**config.mk**
```make
export PLATFORM = sky130hd
export DESIGN_NAME = clock_time_setter
export DESIGN_NICKNAME = d
export VERILOG_FILES = /design/src/rtl/clock_time_setter_pkg.sv /design/src/rtl/clock_time_setter_month_days.sv /design/src/rtl/clock_time_setter.sv
export SDC_FILE = /design/constraint.sdc
export NUM_CORES = 1
export LEC_CHECK = 0
export CORE_ASPECT_RATIO = 1.5
export CORE_MARGIN = 1
export CORE_UTILIZATION = 29
export CTS_BUF_LIST = sky130_fd_sc_hd__clkbuf_16
export CTS_CLUSTER_DIAMETER = 30
export DETAILED_ROUTE_END_ITERATION = 6
export PLACE_DENSITY_LB_ADDON = 0.05
export SLEW_MARGIN = 20
export SYNTH_ARGS = -nofsm -noshare
export SYNTH_HDL_FRONTEND = slang
export SYNTH_SLANG_ARGS = --single-unit
```
**constraint.sdc**
```tcl
create_clock -name built_in_clk -period 8.9 [get_ports built_in_clk]
set_clock_uncertainty 0.1 [all_clocks]
set_input_delay 2.225 -clock built_in_clk [delete_from_list [all_inputs] [get_ports built_in_clk]]
set_output_delay 2.225 -clock built_in_clk [all_outputs]
set_load 0.005 [all_outputs]
```
**src/rtl/clock_time_setter_pkg.sv**
```systemverilog
// clock_time_setter_pkg: field codes, FSM states and calendar/step helpers shared by the time setter
package clock_time_setter_pkg;
    localparam logic [2:0] FLD_YEAR  = 3'd0;
    localparam logic [2:0] FLD_MONTH = 3'd1;
    localparam logic [2:0] FLD_DAY   = 3'd2;
    localparam logic [2:0] FLD_HOUR  = 3'd3;
    localparam logic [2:0] FLD_MIN   = 3'd4;
    localparam logic [2:0] FLD_SEC   = 3'd5;
    typedef enum logic [1:0] {S_IDLE, S_EDIT, S_COMMIT} state_t;
    function automatic logic is_leap(input logic [13:0] y);
        return (y[1:0] == 2'd0 && y % 14'd100 != 14'd0) || y % 14'd400 == 14'd0;
    endfunction
    // Single up/down step with wrap between lo and hi; no step when neither is set.
    function automatic logic [13:0] step(input logic [13:0] v, lo, hi, input logic up, dn);
        return up ? (v >= hi ? lo : v + 14'd1) : dn ? (v <= lo ? hi : v - 14'd1) : v;
    endfunction
endpackage

```
**src/rtl/clock_time_setter_month_days.sv**
```systemverilog
// month_days: days in a given month of a given year, leap-year aware
module month_days
    import clock_time_setter_pkg::*;
(
    input  logic [3:0]  month,
    input  logic [13:0] year,
    output logic [4:0]  dim
);
    always_comb begin
        dim = month == 4'd2 ? (is_leap(year) ? 5'd29 : 5'd28) :
              (month == 4'd4 || month == 4'd6 || month == 4'd9 || month == 4'd11) ? 5'd30 : 5'd31;
    end
endmodule

```
**src/rtl/clock_time_setter.sv**
```systemverilog
// clock_time_setter: button-driven time/date editor that snapshots, edits and reloads the clock chain
module clock_time_setter
    import clock_time_setter_pkg::*;
#(
    parameter int YEAR_MIN       = 2000,
    parameter int YEAR_MAX       = 2099,
    parameter int TIMEOUT_CYCLES = 500000000
)(
    input  logic        built_in_clk,
    input  logic        glob_rst,
    input  logic        btn_mode,
    input  logic        btn_inc,
    input  logic        btn_dec,
    input  logic        btn_ok,
    input  logic [5:0]  cur_sec,
    input  logic [5:0]  cur_min,
    input  logic [4:0]  cur_hour,
    input  logic [4:0]  cur_day,
    input  logic [3:0]  cur_month,
    input  logic [13:0] cur_year,
    output logic        set_active,
    output logic [2:0]  set_field,
    output logic [5:0]  set_sec,
    output logic [5:0]  set_min,
    output logic [4:0]  set_hour,
    output logic [4:0]  set_day,
    output logic [3:0]  set_month,
    output logic [13:0] set_year,
    output logic        load_time
);
    localparam int TW = $clog2(TIMEOUT_CYCLES + 1);
    localparam logic [13:0] YMIN = 14'(YEAR_MIN);
    localparam logic [13:0] YMAX = 14'(YEAR_MAX);
    state_t state;
    logic [3:0] btn_q, btn_p, ev;
    logic ev_mode, ev_inc, ev_dec, ev_ok, cap, adj, up, dn, load_r;
    logic [5:0] fu, fd, n_sec, n_min;
    logic [4:0] n_hour, n_day, dim;
    logic [3:0] n_month;
    logic [13:0] n_year;
    logic [TW-1:0] tcnt;
    assign ev = btn_q & ~btn_p;
    assign {ev_mode, ev_inc, ev_dec, ev_ok} = ev;
    // A reset landing inside the commit cycle must still suppress the strobe.
    assign load_time = load_r & ~glob_rst;
    always_comb begin
        cap = state == S_IDLE && ev_mode;
        adj = state == S_EDIT && !ev_ok && !ev_mode;
        up = adj && ev_inc && !ev_dec;
        dn = adj && ev_dec && !ev_inc;
        fu = {6{up}} & (6'd1 << set_field);
        fd = {6{dn}} & (6'd1 << set_field);
        n_year = cap ? (cur_year >= YMIN && cur_year <= YMAX ? cur_year : YMIN) :
                 step(set_year, YMIN, YMAX, fu[FLD_YEAR], fd[FLD_YEAR]);
        n_month = cap ? (cur_month >= 4'd1 && cur_month <= 4'd12 ? cur_month : 4'd1) :
                  4'(step(14'(set_month), 14'd1, 14'd12, fu[FLD_MONTH], fd[FLD_MONTH]));
    end
    month_days u_md (.month(n_month), .year(n_year), .dim(dim));
    // dim reflects the post-change month/year, so the day clamp happens in the same cycle.
    always_comb begin
        n_day = cap ? (cur_day >= 5'd1 && cur_day <= dim ? cur_day : 5'd1) :
                set_field == FLD_DAY ? 5'(step(14'(set_day), 14'd1, 14'(dim), fu[FLD_DAY], fd[FLD_DAY])) :
                (set_day > dim ? dim : set_day);
        n_hour = cap ? (cur_hour < 5'd24 ? cur_hour : 5'd0) :
                 5'(step(14'(set_hour), 14'd0, 14'd23, fu[FLD_HOUR], fd[FLD_HOUR]));
        n_min = cap ? (cur_min < 6'd60 ? cur_min : 6'd0) :
                6'(step(14'(set_min), 14'd0, 14'd59, fu[FLD_MIN], fd[FLD_MIN]));
        n_sec = cap ? (cur_sec < 6'd60 ? cur_sec : 6'd0) :
                6'(step(14'(set_sec), 14'd0, 14'd59, fu[FLD_SEC], fd[FLD_SEC]));
    end
    always_ff @(posedge built_in_clk) begin
        if (glob_rst) begin
            state <= S_IDLE;
            set_active <= 1'b0;
            set_field <= FLD_YEAR;
            load_r <= 1'b0;
            tcnt <= '0;
            btn_q <= '0;
            btn_p <= '0;
            set_sec <= 6'd0;
            set_min <= 6'd0;
            set_hour <= 5'd0;
            set_day <= 5'd1;
            set_month <= 4'd1;
            set_year <= YMIN;
        end else begin
            btn_q <= {btn_mode, btn_inc, btn_dec, btn_ok};
            btn_p <= btn_q;
            load_r <= 1'b0;
            {set_year, set_month, set_day, set_hour, set_min, set_sec} <=
                {n_year, n_month, n_day, n_hour, n_min, n_sec};
            case (state)
                S_IDLE: if (ev_mode) begin
                    state <= S_EDIT;
                    set_active <= 1'b1;
                    set_field <= FLD_YEAR;
                    tcnt <= '0;
                end
                S_EDIT: begin
                    tcnt <= |ev ? '0 : tcnt + 1'b1;
                    if (ev_ok) begin
                        state <= S_COMMIT;
                        load_r <= 1'b1;
                    end else if (ev_mode)
                        set_field <= set_field == FLD_SEC ? FLD_YEAR : set_field + 3'd1;
                    else if (!(|ev) && tcnt == TW'(TIMEOUT_CYCLES - 1)) begin
                        state <= S_IDLE;
                        set_active <= 1'b0;
                    end
                end
                default: begin
                    state <= S_IDLE;
                    set_active <= 1'b0;
                end
            endcase
        end
    end
endmodule

```
==> flow_summary_export.csv <==
group,metric,value,unit
synth,synthSimpleGateAreaFrac,31.2,%
clock_network,cts_tree,"built",
timing,tns,-20.4,ps
synth,synth_top_cell_by_area,"dfxtp_1",
drt,vias,8980,
min_path,min_from,"btn_q[0]$_SDFF_PP0_",
timing,worst-slew-pin-transition,1100,ps
critical_path,reg2reg_setup_slack,310,ps
synth,synth_edf_count,0,
synth,syn_nets,1121,
die,dieWidth,134,um
critical_path,cp-startpoint,"cur_year[9]",
synth,synth_fa_ha_area_share,4.24,%
drt,antenna_left,0,
outcome,violations,"setup timing",
synth,synth_cell_types,95,
clock_network,clock_latency,360,ps
global_route,grt_first_pass_wirelength,46400,um
global_route,grt_max_degree,73,
synth,ys_ff_latch,84,
critical_path,r2r_end,"set_day[0]$_SDFFE_PP1P_",
drt,routed_via_density,5.47,
critical_path,end_kind,"register",
synth,ys_seq_area_share,22.1,%
drt,drt_iter0_markers,303,
critical_path,crit_buf_inv,10,
die,core_area,0.0258,sq mm
critical_path,start_kind,"input port",
drt,routed.top_layer,"met4",
outcome,status,"finished, violations left",
synth,yosys.area.top_type_share,22.1,%
die,die_y,200,um
timing,max_freq,112,MHz
min_path,min_path_cells,1,
synth,yosys_warnings,0,
synth,yosys.area_share.xor_xnor,4.47,%
global_route,grtUsageTotal,21.6,%
drt,met1_length,11600,um
clock_network,clock_path_buffers,2,
pwr,leakage,4.36,nW
clock_network,numCtsBuffers,9,
timing,fin_crit,8920,ps
drt,wl_met2,16100,um
timing,fin_ws,-20.4,ps
die,num_rows,72,
critical_path,cp_max_fo,4,
drt,wl_per_cell,17.9,um
pwr,p_total,0.00162,W
timing,slew_headroom,26.7,%
drt,dr.pass1.iters,4,
final_layout,final_common_cell,"buf_4",
die,fp.dieArea,0.0269,sq mm
global_route,grt-ovfl-total,0,
critical_path,cp_common_cell,"buf_4",
min_path,hold-path-endpoint,"btn_p[0]$_SDFF_PP0_",
drt,drcViolationCount,0,
synth,syn_inst,1050,
timing,period_share,100,%
pwr,vdd_ir_drop_max,113,uV
timing,setup_viol,1,
die,start_util,29.5,%
die,io_pins,91,
final_layout,nets,1376,
drt,drt_wl_total,29400,um
synth,synth_top_family_by_area,"simple AND/OR/NAND/NOR gates",
min_path,hold_class,"reg2reg",
pwr,power_density,141,mW/mm^2
synth,async_flop_share,0,%
timing,slew_violations,0,
synth,syn_avg_cell_area,7.24,sq um
placement,place_inst,1575,
critical_path,crit-reg2reg-launch,"set_year[6]$_SDFF_PP1_",
timing,fin_hold_ws,386,ps
timing,grt_setup_unrepaired,"yes",
synth,synth_area_leaders,"dfxtp_1, nor2_1, o21ai_0",
global_route,antenna_found_initial,0,
clock_network,cts.sinks,84,
final_layout,drive_above_1_share,29.2,%
placement,gp_congestion,0.867,
clock_network,path_clk_slew,70,ps
job,max-cap-violations,0,
critical_path,critPathArrivalTime,9060,ps
critical_path,critPathTopFamily,"compound AO/OA/AOI/OAI gates",
critical_path,crit_type,"in2reg",
critical_path,rr_worst_depth,40,
placement,port_buffers,90,
final_layout,num_antenna_cells,0,
timing,finalHoldViolCount,0,
final_layout,final_cell_mix,"buf_4, nor2_1, dfxtp_1, clkdlybuf4s50_1, nand2_1",
synth,synth-compound-area-share,31.1,%
final_layout,area_delta_synth_final,51.4,%
clock_network,htreeDepth,3,
synth,synth_mux_area_share,2.50,%
synth,syn_area,0.00761,sq mm
drt,wl_met3,743,um
final_layout,fin_cells,1643,
critical_path,critical-path-max-stage-delay,390,ps
final_layout,utilization,44.7,%
clock_network,cts_root_buf,"clkbuf_16",
critical_path,cp.required,9040,ps
placement,dp_hpwl,22300,um
synth,synth-main-ff-cell,"dfxtp_1",
global_route,grt_pass1_vias,8927,
critical_path,crit_path_top_delay_cell,"or3_4",
## routing by layer
layer | vias up | track usage [%]
met3 | 59 | 2.53
met5 | - | 0
met1 | 4295 | 22.9
li1 | 4466 | -
met2 | 160 | 41.9
met4 | 0 | 8.99
## per-stage QoR
step           cell area [sq um]  worst slack (ps)
3_3_place_gp               10000             -1040
4_1_cts                    10900              12.2
2_1_floorplan               7800              -300
6_report                   11500             -20.4
3_5_place_dp               10000             -1110
5_1_grt                    11500              -380
## report_power, final
part / internal [W] / switching [W]
logic: 0.000402 / 0.000392
registers: 0.000388 / 0.0000226
clock network: 0.000226 / 0.000188
## cell type report
type | count | area, sq um
Multi-Input combinational cell | 886 | 6450
Inverter | 33 | 124
Clock buffer | 9 | 225
Sequential cell | 84 | 1680
Clock inverter | 7 | 93.8
Fill cell | 2688 | 14200
Timing Repair Buffer | 291 | 2530
Tap cell | 333 | 417
## how the worst max path moves through the flow
stage                                   end  slack (ps)  cells past startpoint
floorplan           set_day[0]$_SDFFE_PP1P_        -300                     37
global placement    set_day[0]$_SDFFE_PP1P_       -1040                     38
detailed placement  set_day[0]$_SDFFE_PP1P_       -1110                     37
CTS                 set_day[0]$_SDFFE_PP1P_          10                     42
global route        set_day[0]$_SDFFE_PP1P_        -380                     44
finish              set_day[0]$_SDFFE_PP1P_         -20                     43
## synth_stat cells, drive strengths merged (4+ instances only)
cell	instances
a21oi	65
buf	15
or4	7
nor3	41
o31a	10
a221oi	6
nand3	48
o211ai	18
o22ai	15
xor2	21
and2	8
o2111ai	4
a22oi	20
or3	12
nor4	20
o311ai	7
nand4	14
a211oi	23
nor2	143
nor3b	11
nand2b	16
ha	25
clkbuf	32
o21ai	70
and3	22
mux2i	14
and4	4
nand2	85
a311oi	7
o21a	5
or2	7
inv	33
xnor2	17
nor2b	17
nand3b	6
dfxtp	84
o31ai	11
o221ai	5
a21o	10
a31oi	19
## cell families after synthesis
group / count (synthesis)
and+or+nand+nor: 470
AOI/OAI and AO/OA: 335
DFF: 84
buffers and inverters: 80
xor gates and xnor gates: 38
adders and majority gates: 26
muxes: 17
## state kept, by name, indices dropped and copies added, names as in the netlist
name	cells
btn_p	4
btn_q	4
load_r	1
set_active	1
set_day	5
set_field	3
set_hour	5
set_min	6
set_month	4
set_sec	6
set_year	14
state	2
tcnt	29
## repair_timing
| action | 4_1_cts | 5_1_grt |
|---|---|---|
| pin swaps | 58 | 62 |
| hold buffers | 0 | 0 |
| resized for setup | 103 | 121 |
| endpoints found under the hold margin | 0 | 0 |
| setup endpoints to repair | 5 | 5 |
| setup buffers | 23 | 30 |
Power figures use the tool's default switching activity.
